File: src/rtl/reg_snapshot_streamer.sv
// Cycle-triggered register-file snapshot unit: counts enabled clocks, captures the
// register file on the programmed cycle and streams it out over valid/ready.
module reg_snapshot_streamer #(
    parameter int DATA_W   = 32,
    parameter int NUM_REGS = 13,
    parameter int IDX_W    = 4,
    parameter int CNT_W    = 16,
    parameter int PERIODIC = 0
) (
    input  logic                         clk_i,
    input  logic                         rst_i,
    input  logic                         en_i,
    input  logic [CNT_W-1:0]             trig_cycle_i,
    input  logic [NUM_REGS*DATA_W-1:0]   regs_flat_i,
    output logic                         out_valid_o,
    input  logic                         out_ready_i,
    output logic [IDX_W-1:0]             out_idx_o,
    output logic [DATA_W-1:0]            out_data_o,
    output logic                         out_last_o,
    output logic [CNT_W-1:0]             cycle_cnt_o,
    output logic                         done_o,
    output logic                         overrun_o
);

    localparam logic [IDX_W-1:0] LAST_IDX = IDX_W'(NUM_REGS - 1);
    localparam logic [CNT_W-1:0] CNT_MAX  = '1;

    typedef enum logic [1:0] {
        ST_COUNT,
        ST_STREAM,
        ST_DONE
    } state_t;

    state_t                       state_q, state_d;
    logic [CNT_W-1:0]             cnt_q, cnt_d;
    logic [IDX_W-1:0]             idx_q, idx_d;
    logic [NUM_REGS*DATA_W-1:0]   snap_q, snap_d;
    logic                         overrun_q, overrun_d;

    logic hit;
    logic handshake;
    logic final_hs;

    // Compare one bit wider so a saturated counter can never alias onto a trigger value.
    always_comb begin
        hit       = en_i && (trig_cycle_i != '0) &&
                    ((CNT_W+1)'(cnt_q) + (CNT_W+1)'(1) == (CNT_W+1)'(trig_cycle_i));
        handshake = (state_q == ST_STREAM) && out_ready_i;
        final_hs  = handshake && (idx_q == LAST_IDX);
    end

    always_comb begin
        cnt_d = cnt_q;
        if (en_i) begin
            if ((PERIODIC != 0) && hit) begin
                cnt_d = '0;
            end else if ((PERIODIC != 0) || (cnt_q != CNT_MAX)) begin
                cnt_d = cnt_q + CNT_W'(1);
            end
        end
    end

    always_comb begin
        state_d   = state_q;
        idx_d     = idx_q;
        snap_d    = snap_q;
        overrun_d = overrun_q;
        case (state_q)
            ST_COUNT: begin
                if (hit) begin
                    snap_d  = regs_flat_i;
                    idx_d   = '0;
                    state_d = ST_STREAM;
                end
            end
            ST_STREAM: begin
                if (hit && !final_hs) begin
                    overrun_d = 1'b1;
                end
                if (final_hs) begin
                    idx_d = '0;
                    if (PERIODIC == 0) begin
                        state_d = ST_DONE;
                    end else if (hit) begin
                        // A capture landing on the closing handshake starts the next stream seamlessly.
                        snap_d  = regs_flat_i;
                        state_d = ST_STREAM;
                    end else begin
                        state_d = ST_COUNT;
                    end
                end else if (handshake) begin
                    idx_d = idx_q + IDX_W'(1);
                end
            end
            ST_DONE: begin
                state_d = ST_DONE;
            end
            default: begin
                state_d = ST_COUNT;
            end
        endcase
    end

    always_ff @(posedge clk_i or negedge rst_i) begin
        if (!rst_i) begin
            state_q   <= ST_COUNT;
            cnt_q     <= '0;
            idx_q     <= '0;
            snap_q    <= '0;
            overrun_q <= 1'b0;
        end else begin
            state_q   <= state_d;
            cnt_q     <= cnt_d;
            idx_q     <= idx_d;
            snap_q    <= snap_d;
            overrun_q <= overrun_d;
        end
    end

    always_comb begin
        out_valid_o = (state_q == ST_STREAM);
        out_idx_o   = idx_q;
        out_data_o  = out_valid_o ? snap_q[int'(idx_q)*DATA_W +: DATA_W] : '0;
        out_last_o  = out_valid_o && (idx_q == LAST_IDX);
        cycle_cnt_o = cnt_q;
        done_o      = (state_q == ST_DONE);
        overrun_o   = overrun_q;
    end

endmodule
File: config.mk
export PLATFORM = sky130hd
export DESIGN_NAME = reg_snapshot_streamer
export DESIGN_NICKNAME = d
export VERILOG_FILES = /design/src/rtl/reg_snapshot_streamer.sv
export SDC_FILE = /design/constraint.sdc
export NUM_CORES = 1
export LEC_CHECK = 0
export CAP_MARGIN = 20
export CORE_UTILIZATION = 51
export CTS_CLUSTER_DIAMETER = 200
export DETAILED_ROUTE_END_ITERATION = 7
export HOLD_SLACK_MARGIN = 0.02
export PLACE_DENSITY_LB_ADDON = 0.25
export SLEW_MARGIN = 25
export SYNTH_ARGS = -nofsm -noshare
export SYNTH_HDL_FRONTEND = slang
export SYNTH_SLANG_ARGS = --single-unit
File: constraint.sdc
create_clock -name clk_i -period 3.4 [get_ports clk_i]
set_clock_uncertainty 0.05 [all_clocks]
set_input_delay 0.85 -clock clk_i [delete_from_list [all_inputs] [get_ports clk_i]]
set_output_delay 0.85 -clock clk_i [all_outputs]
set_load 0.02 [all_outputs]
Yosys cells after proc, flatten, opt, wreduce, memory -nomap -nowiden. Index checks and enable logic that the tools add are counted.

Mux-type cells: 8. Shifts and indexed selects: 1. Eq/ne operators: 8. $add $sub $neg: 3. Reductions and logical operators: 15.

Operators by type and width (number): indexed part select 416 x 10 -> 32 bit (1); 2-to-1 mux 32 bit (1); adder 16 x 1 -> 17 bit (second input constant) (1); equality test 17 x 16 -> 1 bit (1); adder 16 x 1 -> 16 bit (second input constant) (1); != test 16 bit (second input constant) (1); nonzero test 16 bit (1); 2-to-1 mux 4 bit (3); one-hot mux 4 bit (2 select lines) (1); AND reduction 2 bit (4); logical AND 1 bit (6); one-hot mux 2 bit (3 select lines) (1); adder 4 x 1 -> 4 bit (second input constant) (1); equality test 4 bit (second input constant) (1); 2-to-1 mux 2 bit (2); != test 3 x 1 -> 1 bit (second input constant) (1); AND reduction 3 bit (1); equality test 2 x 1 -> 1 bit (second input constant) (1); equality test 2 bit (second input constant) (1); logical NOT 2 bit (1); != test 2 x 1 -> 1 bit (second input constant) (1); != test 2 bit (second input constant) (1); nonzero test 2 bit (1); logical NOT 1 bit (1).

Register bits: 439. Input bits: 436.

Logic depth before layout (Yosys ltp).
Depth in word-level cells: 6. Depth in mapped cells: 13. Gate-level depth less buffers: 9.

Worst setup path before layout. Ideal clock, no wire load.

Path kind: flip-flop to output port. Start: reg idx_q[0] (netlist: out_idx_o[0]). End: out out_data_o[23]. Buffers on the path: 3. Stages on the path, launching flop included: 7. Path slack: -0.244 ns. Required time: 2.500 ns. Data arrival time: 2.744 ns. Cell sequence: dfrtp_1 -> clkbuf_1 -> buf_1 -> buf_1 -> mux4_2 -> nand2_1 -> a311oi_1.

Longest elaborated chain between the ends: 2.

Ends and longest elaborated chain: start: declaration (RTL line 36) `logic [IDX_W-1:0] idx_q, idx_d;`; start signal: assignment (RTL line 114) `idx_q <= idx_d;`; indexed part select 416 x 10 -> 32 bit (RTL line 123) `out_data_o = out_valid_o ? snap_q[int'(idx_q)*DATA_W +: DATA_W] : '0;`; 2-to-1 mux 32 bit (RTL line 123); end: declaration (RTL line 18) `output logic [DATA_W-1:0] out_data_o,`.

No other way between the ends.

Worst setup path after layout.
Start: reg idx_q[0] (netlist: out_idx_o[0]). End: out out_data_o[15].

The elaborated chain is that of the path after synthesis.

==> impl_metrics.toml <==
[global_routing]
track_usage_pct = 29.9
grt_start_max_net_pins = 72
grt_overflow_total = 0
antenna_found_initial = 14
grt_pass1_wl_um = 94100
grt_pass1_vias = 15381

[power]
pwr_density_cell_nw_per_um2 = 474
p_leak_nw = 14.2
power_w = 0.0141
ir_drop_uv = 432

[logic_synthesis]
synth_cell_types = 50
ys_ff_latch = 439
synthCells = 1331
synthArstFlopShare_pct = 100
synth_ff_type = "dfrtp_1"
synth_fp_nets = 1774
synth-seq-area-share_pct = 51.8
synth_edf_count = 0
avgSynthCellArea_um2 = 15.9
yosysWarningCount = 0
syn-cell-area_um2 = 21200

[worst_setup_path]
critical_path.slowest_cell = "dfrtp_4"
crit_path_frequent_cell = "buf_8"
path_max_fanout = 5
cp-start-kind = "flop"
cpPeakStageDelay_ns = 0.51
path_class = "flop to primary output"
cpLargestDelayFamily = "buffers and inverters"
crit_chain = "buf_8, buf_12, buf_16, buf_8, mux4_2, nand2_1, a311oi_2, buf_4"
crit_required_ns = 2.50
crit_arrival_ns = 2.63
setup.worst_path.end_class = "primary output"
crit_buf_inv = 5

[cts]
clkTransAtPathRegs_ns = 0.06
numCtsBuffers = 47
cts_tree = "done"
cts_max_level = 2
cts.path.max_buffers = 3
clk_latency_ns = 0.58
cts_sinks = 439
cts-root-buf = "clkbuf_16"

[route]
drc = 0
first_pass_iters = 5
num_vias = 14282
ant_nets = 0
drt_iter0_drc = 815
viasPerCell = 5.76
wl_per_cell_um = 25.7
drt-total-wl_um = 63800

[sta]
max_clock_freq_mhz = 283
max_slew_margin_pct = 54.0
setup_viol = 20
tightest_slew_ns = 0.690
setup_tns_ns = -1.26
fin_crit_ns = 3.53
worst_slack_ns = -0.129
finalHoldViolCount = 0
post-route-period-util_pct = 104
final-max-slew-violation-count = 0
worst_hold_slack_ns = 0.183
rsz0062_at_grt = "true"

[flow_run]
cap_violations = 0

[cells_and_area]
fin_area_um2 = 29700
final_cell_mix = "457 x clkdlybuf4s50_1, 436 x dfrtp_1, 240 x mux2_4"
nets = 2342
final_common_cell = "clkdlybuf4s50_1"
layout-drive-gt1-share_pct = 43.0
syn_to_final_growth_pct = 40.2
postLayoutCoreUtil_pct = 72.7

[placement]
gp_congestion = 0.909
placed_cell_area_um2 = 27200
place_hpwl_um = 44800
port_buffers = 491

[die]
dieWidth_um = 206
core_area_um2 = 40900
start_util_pct = 51.8
num_io_pins = 492
rows = 74
die_y_um = 206
dieArea_um2 = 42400

[hold_path]
hold_path_class = "primary input to async pin"

[status]
violations = "setup timing"
status = "finished, violations left"
==> area by class of cell <==
type | instances | area, um2
Antenna cell | 11 | 27.5
Clock buffer | 75 | 1480
Clock inverter | 10 | 80.1
Fill cell | 2622 | 11200
Inverter | 9 | 33.8
Multi-Input combinational cell | 784 | 10100
Sequential cell | 439 | 11000
Tap cell | 532 | 666
Timing Repair Buffer | 618 | 6390
==> metrics by stage <==
step,cells,setup WS (ns)
4_1_cts,2462,-0.158
5_1_grt,2474,-0.237
2_1_floorplan,1331,0.0909
6_report,2478,-0.129
3_5_place_dp,2348,-0.127
3_3_place_gp,2348,-0.124
==> cells by family (layout without fill, tap and decap cells) <==
group                      count (synthesis)  count (layout)  share of synthesized area (%)
AOI/OAI and AO/OA                         84              84                           3.31
xor gates and xnor gates                  36              36                           1.49
adders and majority gates                  7               7                          0.413
buffers and inverters                    108             712                           3.06
DFF                                      439             439                           51.8
muxes                                    517             517                           36.8
other                                      0              11                              0
and+or+nand+nor                          140             140                           3.17
==> synth_stat cells (14+ instances only) <==
cell / count / area share [%]
a221oi_1: 32 / 1.3
clkbuf_1: 37 / 0.65
nand3_1: 14 / 0.33
nand2_1: 74 / 1.3
mux2_2: 179 / 9.5
mux4_2: 96 / 10
buf_6: 28 / 1.5
buf_2: 20 / 0.47
dfrtp_1: 439 / 52
a311oi_1: 32 / 1.3
xnor2_1: 26 / 1.1
mux2_4: 240 / 17
==> layer usage <==
metal	GRT usage, %	vias up	share of wire (%)
met5	0	-	0.12
met4	11.8	10	3.6
met3	8.47	142	8.1
met2	47.0	550	47
met1	39.4	7442	41
li1	-	6138	-
==> power by group <==
part	switching, W	internal [W]	total, W
Clock	0.00213	0.00305	0.00518
Combinational	0.00160	0.00191	0.00351
Sequential	0.000102	0.00531	0.00541
Total	0.00382	0.0103	0.0141
==> sequential cells by signal, summed over array words and instances, names as in the netlist <==
register,cells
overrun_o,1
state_q,2
out_idx_o,4
snap_q,416
cycle_cnt_o,16
==> repair_timing <==
action | CTS | global route
pin swaps | 26 | 25
cloned | 8 | 2
resized for setup | 249 | 43
hold buffers | 0 | 0
setup endpoints to repair | 33 | 175
setup buffers | 23 | 6
==> worst paths after layout <==
path                            cells after the start        endpoint           start  slack [ns]
worst max-delay path                                8  out_data_o[15]    out_idx_o[0]       -0.13
worst min-delay path                                1     snap_q[312]           rst_i        0.18
worst max register to register                     11     snap_q[267]  cycle_cnt_o[1]        0.20
worst min register to register                      1       overrun_o       overrun_o        0.43
max in group asynchronous                           3  cycle_cnt_o[8]           rst_i        2.21
min in group clk_i                                  1       overrun_o       overrun_o        0.43
Note: power is estimated with default switching activity, not from simulation.
